`src/rtl/keypad_scanner.sv`:
```
// keypad_scanner: 4x4 matrix keypad scanner with frame-based debounce and a
// valid/ack key-event handshake.
// Optional feature macro: KEYPAD_HEX_MAP_EN -- when defined, key codes follow
// the printed hex layout instead of the raw row*4+col index.
module keypad_scanner #(
  parameter int SCAN_DIV        = 50000,
  parameter int DEBOUNCE_FRAMES = 4
) (
  input  logic       clk,
  input  logic       rst,
  input  logic [3:0] row_in,
  output logic [3:0] col_out,
  output logic [3:0] key_code,
  output logic       key_valid,
  input  logic       key_ack,
  output logic       key_down,
  output logic       overrun
);

  localparam int             DW       = $clog2(SCAN_DIV);
  localparam logic [DW-1:0]  DIV_LAST = DW'(SCAN_DIV - 1);
  localparam logic [3:0]     DB_N     = 4'(DEBOUNCE_FRAMES);

  typedef enum logic [1:0] {S_IDLE, S_PRESS_DB, S_HELD, S_RELEASE_DB} state_t;

  // Key index (row*4+col) to reported code.
  function automatic logic [3:0] key_map(input logic [3:0] k);
`ifdef KEYPAD_HEX_MAP_EN
    logic [3:0] m;
    case (k)
      4'd0:  m = 4'h1;  4'd1:  m = 4'h2;  4'd2:  m = 4'h3;  4'd3:  m = 4'hA;
      4'd4:  m = 4'h4;  4'd5:  m = 4'h5;  4'd6:  m = 4'h6;  4'd7:  m = 4'hB;
      4'd8:  m = 4'h7;  4'd9:  m = 4'h8;  4'd10: m = 4'h9;  4'd11: m = 4'hC;
      4'd12: m = 4'hE;  4'd13: m = 4'h0;  4'd14: m = 4'hF;  default: m = 4'hD;
    endcase
    return m;
`else
    return k;
`endif
  endfunction

  logic [3:0]    sync1_q, sync2_q;
  logic [DW-1:0] div_q, div_d;
  logic [1:0]    col_q, col_d;
  logic [15:0]   frame_q, frame_d;
  logic          eval_q, eval_d;
  state_t        state_q, state_d;
  logic [3:0]    cnt_q, cnt_d;
  logic [3:0]    cand_q, cand_d;
  logic [3:0]    key_code_q, key_code_d;
  logic          key_valid_q, key_valid_d;
  logic          key_down_q, key_down_d;
  logic          overrun_q, overrun_d;

  // Frame classification outputs
  logic [4:0]    n_bits;
  logic [3:0]    k_idx;
  logic          is_single;
  logic          cand_bit;
  logic          accept;
  logic [3:0]    cnt_inc;

  assign col_out   = ~(4'b0001 << col_q);
  assign key_code  = key_code_q;
  assign key_valid = key_valid_q;
  assign key_down  = key_down_q;
  assign overrun   = overrun_q;

  // Column scan: divide counter, column step, and sampling of the active
  // column's rows into the frame image on the last divide cycle.
  always_comb begin
    div_d   = div_q + DW'(1);
    col_d   = col_q;
    frame_d = frame_q;
    eval_d  = 1'b0;
    if (div_q == DIV_LAST) begin
      div_d = '0;
      col_d = col_q + 2'd1;
      for (int r = 0; r < 4; r++) frame_d[r*4 + int'(col_q)] = ~sync2_q[r];
      eval_d = (col_q == 2'd3);
    end
  end

  // Count set bits in the finished frame and remember the (last) set index.
  always_comb begin
    n_bits = '0;
    k_idx  = '0;
    for (int i = 0; i < 16; i++) begin
      if (frame_q[i]) begin
        n_bits = n_bits + 5'd1;
        k_idx  = 4'(i);
      end
    end
    is_single = (n_bits == 5'd1);
    cand_bit  = frame_q[cand_q];
    cnt_inc   = cnt_q + 4'd1;
  end

  // Debounce FSM next state; runs only on the cycle after the column-3 sample.
  always_comb begin
    state_d = state_q;
    cnt_d   = cnt_q;
    cand_d  = cand_q;
    accept  = 1'b0;
    if (eval_q) begin
      case (state_q)
        S_IDLE: begin
          if (is_single) begin
            cand_d = k_idx;
            if (DB_N == 4'd1) begin
              state_d = S_HELD;
              cnt_d   = '0;
              accept  = 1'b1;
            end else begin
              state_d = S_PRESS_DB;
              cnt_d   = 4'd1;
            end
          end
        end
        S_PRESS_DB: begin
          if (is_single && k_idx == cand_q) begin
            if (cnt_inc >= DB_N) begin
              state_d = S_HELD;
              cnt_d   = '0;
              accept  = 1'b1;
            end else begin
              cnt_d = cnt_inc;
            end
          end else begin
            state_d = S_IDLE;
            cnt_d   = '0;
          end
        end
        S_HELD: begin
          // With single-frame debounce the first released frame is final.
          if (!cand_bit) begin
            if (DB_N == 4'd1) begin
              state_d = S_IDLE;
              cnt_d   = '0;
            end else begin
              state_d = S_RELEASE_DB;
              cnt_d   = 4'd1;
            end
          end
        end
        default: begin
          if (!cand_bit) begin
            if (cnt_inc >= DB_N) begin
              state_d = S_IDLE;
              cnt_d   = '0;
            end else begin
              cnt_d = cnt_inc;
            end
          end else begin
            state_d = S_HELD;
            cnt_d   = '0;
          end
        end
      endcase
    end
  end

  // Handshake outputs: accept loads a new code unless an unconsumed event
  // is pending, in which case the new key is dropped and overrun latches.
  always_comb begin
    key_code_d  = key_code_q;
    key_valid_d = key_valid_q;
    overrun_d   = overrun_q;
    if (key_ack && key_valid_q) begin
      key_valid_d = 1'b0;
      overrun_d   = 1'b0;
    end
    if (accept) begin
      if (!key_valid_q || key_ack) begin
        key_code_d  = key_map(k_idx);
        key_valid_d = 1'b1;
      end else begin
        overrun_d = 1'b1;
      end
    end
    key_down_d = (state_d == S_HELD) || (state_d == S_RELEASE_DB);
  end

  // All state registers, synchronous active-high reset.
  always_ff @(posedge clk) begin
    if (rst) begin
      sync1_q     <= 4'hF;
      sync2_q     <= 4'hF;
      div_q       <= '0;
      col_q       <= '0;
      frame_q     <= '0;
      eval_q      <= 1'b0;
      state_q     <= S_IDLE;
      cnt_q       <= '0;
      cand_q      <= '0;
      key_code_q  <= '0;
      key_valid_q <= 1'b0;
      key_down_q  <= 1'b0;
      overrun_q   <= 1'b0;
    end else begin
      sync1_q     <= row_in;
      sync2_q     <= sync1_q;
      div_q       <= div_d;
      col_q       <= col_d;
      frame_q     <= frame_d;
      eval_q      <= eval_d;
      state_q     <= state_d;
      cnt_q       <= cnt_d;
      cand_q      <= cand_d;
      key_code_q  <= key_code_d;
      key_valid_q <= key_valid_d;
      key_down_q  <= key_down_d;
      overrun_q   <= overrun_d;
    end
  end

endmodule

```
`config.mk`:
```
export PLATFORM = sky130hd
export DESIGN_NAME = keypad_scanner
export DESIGN_NICKNAME = d
export VERILOG_FILES = /design/src/rtl/keypad_scanner.sv
export SDC_FILE = /design/constraint.sdc
export NUM_CORES = 1
export LEC_CHECK = 0
export BUFFER_PORTS_ARGS = -buffer_cell sky130_fd_sc_hd__buf_2
export CORE_AREA = 2 2 149 78
export CTS_CLUSTER_SIZE = 12
export DETAILED_ROUTE_END_ITERATION = 8
export DIE_AREA = 0 0 151 80
export PLACE_DENSITY_LB_ADDON = 0.08
export SLEW_MARGIN = 20
export SYNTH_ARGS = -nofsm -noshare
export SYNTH_HDL_FRONTEND = slang
export SYNTH_SLANG_ARGS = --single-unit
```
`constraint.sdc`:
```
create_clock -name clk -period 11.8 [get_ports clk]
set_clock_uncertainty 0.05 [all_clocks]
set_input_delay 1.18 -clock clk [delete_from_list [all_inputs] [get_ports clk]]
set_output_delay 1.18 -clock clk [all_outputs]
set_load 0.02 [all_outputs]
```
Yosys cells after proc, flatten, opt, wreduce, memory -nomap -nowiden
Index checks and enable logic that the tools add are counted.
- memories: 0
- output and inout port bits: 11
- bits in latches: 0
- bits in writable memories: 0
- bits in read-only memories: 0
- word-level logic and storage cells: 145
- register bits after elaboration: 60
- order comparisons: 10
- divide/modulo/power cells: 0
- reductions and logical operators: 15
- shift-type cells: 1
- bitwise gates (word level): 6
- multipliers: 0
- multiplexer cells: 69
- $add $sub $neg: 21
- equality and inequality tests: 10
- operators with widths (kind ; count):
    4-bit two-way mux ; 19
    5-bit by 1-bit adder with 5-bit output (second input constant) ; 15
    5-bit two-way mux ; 15
    16-bit bitwise mux ; 4
    1-bit two-way mux ; 17
    16-bit by 1-bit adder with 16-bit output (second input constant) ; 1
    16-bit == test (second input constant) ; 1
    2-bit two-way mux ; 7
    1-bit demux with 4-bit select ; 3
    4-bit one-hot mux with 3 select lines ; 1
    4-bit by 2-bit adder with 5-bit output (first input constant) ; 2
    5-bit by 1-bit >= comparator with 1-bit output (second input constant) ; 2
    4-bit by 5-bit < comparator with 1-bit output (second input constant) ; 2
    5-bit < comparator (second input constant) ; 2
    2-bit == test (second input constant) ; 4
    1-bit logical AND ; 6
    2-bit one-hot mux with 3 select lines ; 1
    3-bit AND reduction ; 2
    5-bit by 1-bit == test with 1-bit output (second input constant) ; 1
    2-bit by 5-bit < comparator with 1-bit output (second input constant) ; 1
    1-bit NOT ; 5
    3-bit by 2-bit adder with 4-bit output (first input constant) ; 1
    4-bit by 1-bit adder with 4-bit output (second input constant) ; 1
    1-bit binary-select mux with 4-bit select ; 1
    other kinds (15) ; 18

Depth between registers and ports, before layout
Gate-level depths: netlist of run 1.
- depth after elaboration: 38
- mapped depth: 52
- depth with buffers taken out: 51

Worst setup path before layout of run 1
Ideal clock, no wire load.
- path type: flip-flop to flip-flop
- start: reg frame_q[0]
- end: reg state_q[0]
- required time: 11647 ps
- library setup time: 103 ps
- arrival: 9288 ps
- setup slack: 2359 ps
- clock period less this slack: 9441 ps
- stages on the path, launching flop included: 53
- path buffers: 2
- path through: dfxtp_1 > inv_1 > ha_1 > clkbuf_2 > xor2_1 > ha_1 > nand2_1 > o31ai_1 > ha_1 > mux2_2 > ha_1 > nand2_1 > o41ai_1 > or2_2 > ha_1 > mux2_2 > ha_1 > nor2b_1 > [17 not listed] > o21a_1 > ha_1 > nand2b_1 > o221ai_1 > inv_1 > ha_1 > nand2_1 > o21ai_0 > ha_1 > nand2_1 > xor2_1 > xnor2_1 > xnor2_1 > or3_1 > nor3_1 > buf_2 > nand4_1 > a2111oi_2
- cells in the longest elaborated chain, start to end: 36
- elaborated cells on any way between the ends: 41
- classes of those cells: 15 x add/sub; 1 x eq/ne; 24 x mux; 1 x reduce/logical
- RTL lines (item ; line ; source):
    start: declaration ; 45 ; logic [15:0] frame_q, frame_d;
    start signal: assignment ; 205 ; frame_q <= frame_d;
    1-bit two-way mux ; 89 ; if (frame_q[i]) begin
    5-bit by 1-bit adder with 5-bit output ; 90 ; n_bits = n_bits + 5'd1;
    5-bit two-way mux ; 89 ;
    5-bit by 1-bit adder with 5-bit output ; 90 ;
    5-bit two-way mux ; 89 ;
    5-bit by 1-bit adder with 5-bit output ; 90 ;
    5-bit two-way mux ; 89 ;
    5-bit by 1-bit adder with 5-bit output ; 90 ;
    [20 not listed] ; - ;
    5-bit two-way mux ; 89 ;
    5-bit by 1-bit adder with 5-bit output ; 90 ;
    5-bit two-way mux ; 89 ;
    5-bit by 1-bit == test with 1-bit output ; 94 ; is_single = (n_bits == 5'd1);
    1-bit logical AND ; 121 ; if (is_single && k_idx == cand_q) begin
    2-bit two-way mux ; 121 ;
    2-bit one-hot mux with 3 select lines (*) ; 106 ; case (state_q)
    2-bit two-way mux (*) ; 105 ; if (eval_q) begin
    end signal: assignment ; 207 ; state_q <= state_d;
    end: declaration ; 47 ; state_t state_q, state_d;
Mark *: on every way between the ends. The rest lies on a longest branch, timed or not. The select of a mux whose other input is x is not followed.
A chain may end at the register's enable or synchronous reset.

Worst setup path in the final report of run 1
- start: reg frame_q[0]
- end: reg cand_q[0]
- cells in the longest elaborated chain, start to end: 33
- RTL lines (item ; line ; source):
    1-bit two-way mux (*) ; 89 ;
    5-bit by 1-bit adder with 5-bit output ; 90 ;
    5-bit two-way mux (*) ; 89 ;
    5-bit by 1-bit adder with 5-bit output ; 90 ;
    5-bit two-way mux (*) ; 89 ;
    5-bit by 1-bit adder with 5-bit output ; 90 ;
    5-bit two-way mux (*) ; 89 ;
    5-bit by 1-bit adder with 5-bit output ; 90 ;
    [17 not listed] ; - ;
    5-bit by 1-bit adder with 5-bit output ; 90 ;
    5-bit two-way mux (*) ; 89 ;
    5-bit by 1-bit adder with 5-bit output ; 90 ;
    5-bit two-way mux (*) ; 89 ;
    5-bit by 1-bit adder with 5-bit output ; 90 ;
    5-bit two-way mux (*) ; 89 ;
    5-bit by 1-bit == test with 1-bit output (*) ; 94 ;
    3-bit AND reduction (no line) (*) ; - ;
    end signal: assignment ; 209 ; cand_q <= cand_d;
    end: declaration ; 49 ; logic [3:0] cand_q, cand_d;
Mark *: on every way between the ends. The rest lies on a longest branch, timed or not.

==> metrics.md, run 1 <==
| Metric | Value |
|---|---|
| Status | `complete, no violations` |
| CP most frequent cell | `ha_1` |
| Fin Setup TNS | `0 ns` |
| DRT iter0 DRCs | `202` |
| WL final | `just under 10000 µm` |
| Crit. path cell count | `51` |
| Most instantiated cells after synthesis | `79 x nor2_1, 60 x dfxtp_1, 41 x nand2_1` |
| CP arrival | `around 11 ns` |
| Flop-to-flop setup slack | `~1.2 ns` |
| Post-CTS Resized | `0` |
| Diode count | `0` |
| CTS clk-pin slew, worst paths | `around 0.06 ns` |
| PwrDens | `113 nW/µm²` |
| Number of flops mapped to enable cells by yosys | `0` |
| Worst Path Max Fanout | `11` |
| FF+latch count, synth | `60` |
| Synthesized-area fraction occupied by and/or/nand/nor cells | `roughly a quarter` |
| Post-Synth XOR/XNOR Area | `~17%` |
| Clk_lat worst skew | `0.32 ns` |
| Worst VDD drop | `0.0000997 V` |
| DR vias | `roughly 3500` |
| Dpl cell area | `4430 µm²` |
| Starting density of the core | `between 30% and 40%` |
| # hold bufs at CTS | `0` |
| Placed Cells | `652` |
| TritonCTS clock tree | `yes` |
| CP endpoint | `cand_q[0]` |
| CP Class | `reg -> reg` |
| Post-layout minimum cycle time | `10.56 ns` |
| Reg2reg end | `cand_q[0]` |
| Drc violations | `0` |
| # rows | `27` |
| Worst min path class | `reg -> reg` |
| R2r worst-path depth | `51` |
| Mapped Area | `4250 µm²` |
| Setup crit end kind | `flop` |
| CTS sink cnt | `60` |
| Area contributors post-synth | `dfxtp_1 28%, xnor2_1 7.2%, nor2_1 7.0%` |
| Ratio of cells with drive above 1 in the final layout | `13.0%` |
| Synth Flop Type | `dfxtp_1` |
| Area Growth Syn to Fin | `13.1%` |
| Post-route ant nets | `0` |
| Synth Area in Compound Gates | `13.3%` |
| Fmax | `roughly 0.095 GHz` |
| Family with the most delay on the worst path | `adder cells` |
| DR WL/cell | `roughly 15 µm` |
| Hold Vio Cnt, Final | `0` |
| CP required | `11.96 ns` |
| Startpoint types | `flop` |
| GP Congestion | `0.752` |
| GRT overflow | `0` |
| Overall die width | `151 µm` |
| Final setup vio count | `0` |
| Vias in the first global route | `between 3000 and 4000` |
| Slowest stage delay, CP | `0.38 ns` |
| Initial antenna violation count | `0` |
| Io pins | `18` |
| Synthesized instance count | `511` |
| Max-slew headroom | `between 40 and 50%` |
| First-pass GRT wire length | `16900 µm` |
| Synth top area share | `between 20 and 30%` |
| Core Box Area | `10700 µm²` |
| MaxCap Viol Count | `0` |
| Die Area | `12100 µm²` |
| Most frequent cell after synthesis | `nor2_1` |
| Root Buffer | `clkbuf_16` |
| Vias per inst | `5.22` |
| Measured slew at the worst slew-check pin | `0.765 ns` |
| Critical-path top delay cell | `dfxtp_1` |
| PortBufs | `17` |
| DRT Pass-1 Iters | `5` |
| Finished Layout Cells | `668` |
| Adder-Cell Fraction of Synth Area | `6.19%` |
| All-Layer GR Usage | `18.0%` |
| Final net count | `546` |
| Async set or reset register ratio after synthesis | `0%` |
| Synth cell types | `between 60 and 70` |
| H-tree lvl count | `3` |
| Main combinational cell family by area after synthesis | `simple AND/OR/NAND/NOR gates` |
| Reg-to-Reg Start | `frame_q[0]` |
| Synth warn | `0` |
| Largest net degree at the start of global routing | `52` |
| Pleak | `roughly 2.0 nW` |
| Fraction of the yosys area taken by sequential cells | `28.3%` |
| Largest area contributor in the synthesized netlist | `dfxtp_1` |
| Post-DP HPWL | `about 7800 µm` |
| WP buf/inv | `4` |
| Clk buf depth | `2` |
| Mux share of post-synthesis cell area | `6.36%` |
| Max Slew Vio Count | `0` |
| Fin crit share | `between 80% and 90%` |
| Die Y-Extent | `80 µm` |
| RSZ-0062 raised after global routing | `false` |
| Syn_nets | `approximately 540` |
| Worst setup startpoint | `frame_q[0]` |
| Design area | `4800 µm²` |
| CTS Buf Count | `9` |
| Mean Syn Cell Area | `8.31 µm²` |
| Post-CTS Repair Setup Buffers | `0` |
==> through the flow <==
| step | utilization [%] | power [mW] | hold WS [ns] | setup slack [ns] |
|---|---|---|---|---|
| after floorplan | - | 0.216 | 0.339 | 2.36 |
| after global placement | 41.3 | 0.219 | 0.344 | 1.76 |
| after detailed placement | 41.3 | 0.219 | 0.349 | 1.29 |
| after CTS | 44.7 | 0.546 | 0.363 | 1.22 |
| after global routing | 44.7 | 0.559 | 0.372 | 0.247 |
| final | 44.7 | 0.541 | 0.361 | 1.24 |
==> final cells by class <==
class	count	area [µm²]
Clock buffer	9	225
Clock inverter	7	146
Fill cell	1095	5940
Inverter	22	82.6
Multi-Input combinational cell	404	2850
Sequential cell	60	1200
Tap cell	145	181
Timing Repair Buffer	21	115
==> flip-flops by register name, summed over array words and instances, names as in the netlist, 2 cells and up <==
| register | count |
|---|---|
| div_q | 16 |
| frame_q | 16 |
| cand_q | 4 |
| cnt_q | 4 |
| key_code | 4 |
| sync1_q | 4 |
| sync2_q | 4 |
| col_q | 2 |
| state_q | 2 |
==> cell usage in the layout (no fill, tap or decap), types with 17 or more instances in the layout <==
master	Yosys	layout
nand2_1	41	41
buf_2	3	17
nand2b_1	17	17
dfxtp_1	60	60
a21oi_1	34	34
xnor2_1	35	35
nor2_1	79	79
inv_1	21	21
ha_1	21	21
xor2_1	21	21
==> cells by family after synthesis <==
family | Yosys count
xor+xnor | 66
fa+ha+maj | 21
buf+inv | 47
mux | 19
compound gates | 87
flops | 60
simple gates | 211
==> per-layer routing <==
layer	track usage, %	share of wire (%)
met3	4.17	4.0
met1	29.4	60
met2	22.9	35
met5	0	0
met4	4.02	0.74
==> worst min path at each step <==
| stage | from | to | slack [ns] | depth (start not counted) |
|---|---|---|---|---|
| 6_report | sync1_q[2] | sync2_q[2] | 0.36 | 1 |
| 5_1_grt | sync1_q[1] | sync2_q[1] | 0.37 | 1 |
| 4_1_cts | sync1_q[2] | sync2_q[2] | 0.36 | 1 |
| 3_5_place_dp | sync1_q[2] | sync2_q[2] | 0.35 | 1 |
| 3_3_place_gp | sync1_q[3] | sync2_q[3] | 0.34 | 1 |
| 2_1_floorplan | sync1_q[0] | sync2_q[0] | 0.34 | 1 |
==> worst reg2reg max path, delay by kind of cell, from the launching register on <==
| family | cells | cell delay (ns) |
|---|---|---|
| AOI/OAI and AO/OA | 11 | 1.55 |
| xor gates and xnor gates | 4 | 0.63 |
| muxes | 3 | 0.90 |
| and+or+nand+nor | 15 | 2.29 |
| DFF | 1 | 0.38 |
| adders and majority gates | 14 | 4.15 |
| buffers and inverters | 4 | 0.49 |
==> power by group <==
group	internal, mW	switching (mW)	total, mW
Sequential	0.205	0.00175	0.207
Combinational	0.00341	0.00463	0.00804
Clock	0.229	0.0965	0.326
Note: power is estimated with default switching activity, not from simulation.
==> run 2: changes to the inputs <==
--- a/config.mk
+++ b/config.mk
@@ -11,6 +11,7 @@
 export DETAILED_ROUTE_END_ITERATION = 8
 export DIE_AREA = 0 0 151 80
 export PLACE_DENSITY_LB_ADDON = 0.08
+export RECOVER_POWER = 25
 export SLEW_MARGIN = 20
 export SYNTH_ARGS = -nofsm -noshare
 export SYNTH_HDL_FRONTEND = slang
==> run 2 against run 1 <==
Against the previous run: the flow now finishes with violations (capacitance limit, slew limit); cell area fell by 0.13%; via count shrank 0.43%; wire length about the same; sequential power is essentially flat; core utilization down 0.058 points; fmax hardly changed; critical path depth stayed put; combinational power is 2% lower; setup slack worse by 0.0059 ns; non-clock buffer count unchanged; flip-flop and latch count is the same.
==> metrics.md, run 2 (same netlist as run 1, synthesis figures left out) <==
| Metric | Value |
|---|---|
| WP buf/inv | `4` |
| PortBufs | `17` |
| Family with the most delay on the worst path | `adder cells` |
| Startpoint types | `flop` |
| Max Slew Vio Count | `52` |
| Starting density of the core | `between 30 and 40%` |
| GP Congestion | `0.752` |
| CP required | `11.96 ns` |
| Post-route ant nets | `0` |
| Vias per inst | `between 5 and 6` |
| Post-layout minimum cycle time | `10.57 ns` |
| Max-slew headroom | `-36.1%` |
| Die Area | `12100 µm²` |
| CTS clk-pin slew, worst paths | `0.06 ns` |
| Violated checks | `capacitance limit, slew limit` |
| Fin crit share | `between 80% and 90%` |
| PwrDens | `113 nW/µm²` |
| First-pass GRT wire length | `16900 µm` |
| RSZ-0062 raised after global routing | `false` |
| Drc violations | `0` |
| Vias in the first global route | `3289` |
| Most common cell after layout, fill and taps aside | `nor2_1` |
| Hold Vio Cnt, Final | `0` |
| CP Class | `reg -> reg` |
| Core Box Area | `10700 µm²` |
| Overall die width | `151 µm` |
| DRT Pass-1 Iters | `5` |
| Initial antenna violation count | `0` |
| Worst VDD drop | `0.000100 V` |
| Measured slew at the worst slew-check pin | `2.04 ns` |
| Largest net degree at the start of global routing | `52` |
| CTS sink cnt | `60` |
| Root Buffer | `clkbuf_16` |
| Area Growth Syn to Fin | `13.0%` |
| MaxCap Viol Count | `1` |
| Placed Cells | `652` |
| Post-CTS Repair Setup Buffers | `0` |
| DRT iter0 DRCs | `206` |
| CP most frequent cell | `ha_1` |
| CTS Buf Count | `9` |
| Clk_lat worst skew | `0.32 ns` |
| WHS Path Cells | `1` |
| Fmax | `0.0947 GHz` |
| Pleak | `1.95 nW` |
| Die Y-Extent | `about 80 µm` |
| Slowest stage delay, CP | `0.38 ns` |
| Critical-path top delay cell | `dfxtp_1` |
| Setup crit end kind | `flop` |
| Finished Layout Cells | `668` |
| Most frequent cells in the layout | `79 x nor2_1, 60 x dfxtp_1, 41 x nand2_1` |
| Fin Setup TNS | `0 ns` |
| Post-CTS Resized | `0` |
| R2r worst-path depth | `51` |
| TritonCTS clock tree | `yes` |
| WL final | `9940 µm` |
| Place WS | `1.29 ns` |
| Clk buf depth | `2` |
| Final setup vio count | `0` |
| GRT overflow | `0` |
| Total Power | `around 540 µW` |
| DR WL/cell | `14.9 µm` |
| Biggest regs | `div_q: 16 flops, frame_q: 16 flops` |
| # rows | `27` |
| DR vias | `between 3000 and 4000` |
| Ratio of cells with drive above 1 in the final layout | `between 10% and 20%` |
| All-Layer GR Usage | `18.0%` |
| Final net count | `546` |
| CP arrival | `10.73 ns` |
| Final WS setup | `roughly 1.2 ns` |
| Crit. path cell count | `51` |
| Status | `complete, but fails checks` |
| H-tree lvl count | `3` |
| Post-DP HPWL | `7820 µm` |
| # hold bufs at CTS | `0` |
| Worst min path class | `reg -> reg` |
| Diode count | `0` |
| Io pins | `18` |
| Worst Path Max Fanout | `11` |
-- run 2: worst paths after layout --
path | start | end | slack (ns)
worst max-delay path | frame_q[0] | cand_q[0] | 1.23
worst min-delay path | sync1_q[2] | sync2_q[2] | 0.36
worst max register to register | frame_q[0] | cand_q[0] | 1.23
worst min register to register | sync1_q[2] | sync2_q[2] | 0.36
-- run 2: cell type report --
| class | instances | area, µm² |
|---|---|---|
| fillers | 1093 | 5940 |
| multi-input cells | 404 | 2850 |
| flip-flops and latches | 60 | 1200 |
| clock buffers | 9 | 225 |
| well taps | 145 | 181 |
| clock inverters | 7 | 146 |
| repair buffers | 21 | 109 |
| inverters | 22 | 82.6 |
-- run 2: worst register-to-register path, delay by kind of cell, from the launching register on --
family / cells / cell delay (ns)
buffers and inverters: 4 / 0.48
multiplexers: 3 / 0.90
XOR/XNOR: 4 / 0.63
AND/OR/NAND/NOR: 15 / 2.30
AO/OA/AOI/OAI: 11 / 1.56
adder cells (fa/ha/maj): 14 / 4.15
flip-flops: 1 / 0.38
-- run 2: metrics by stage --
| stage | cell area [µm²] | hold slack, ns | util, % |
|---|---|---|---|
| 2_1_floorplan | 4250 | 0.339 | - |
| 3_3_place_gp | 4430 | 0.344 | 41.3 |
| 3_5_place_dp | 4430 | 0.349 | 41.3 |
| 4_1_cts | 4800 | 0.363 | 44.7 |
| 5_1_grt | 4800 | 0.372 | 44.7 |
| 6_report | 4800 | 0.361 | 44.7 |
-- run 2: where the power goes --
| part | total [mW] | internal, mW | switching [mW] | leakage (nW) |
|---|---|---|---|---|
| sequential | 0.207 | 0.205 | 0.00175 | 0.486 |
| clock | 0.326 | 0.229 | 0.0964 | 0.181 |
| combinational | 0.00791 | 0.00329 | 0.00463 | 1.29 |
-- run 2: per-layer routing --
metal | share of wire [%] | global-route usage [%] | wire length (µm) | vias up
li1 | - | - | - | 1779
met1 | 61 | 29.4 | 6030 | 1627
met2 | 35 | 22.9 | 3460 | 61
met3 | 3.8 | 4.17 | 381 | 8
met4 | 0.74 | 4.02 | 74 | 0
met5 | 0 | 0 | 0 | -
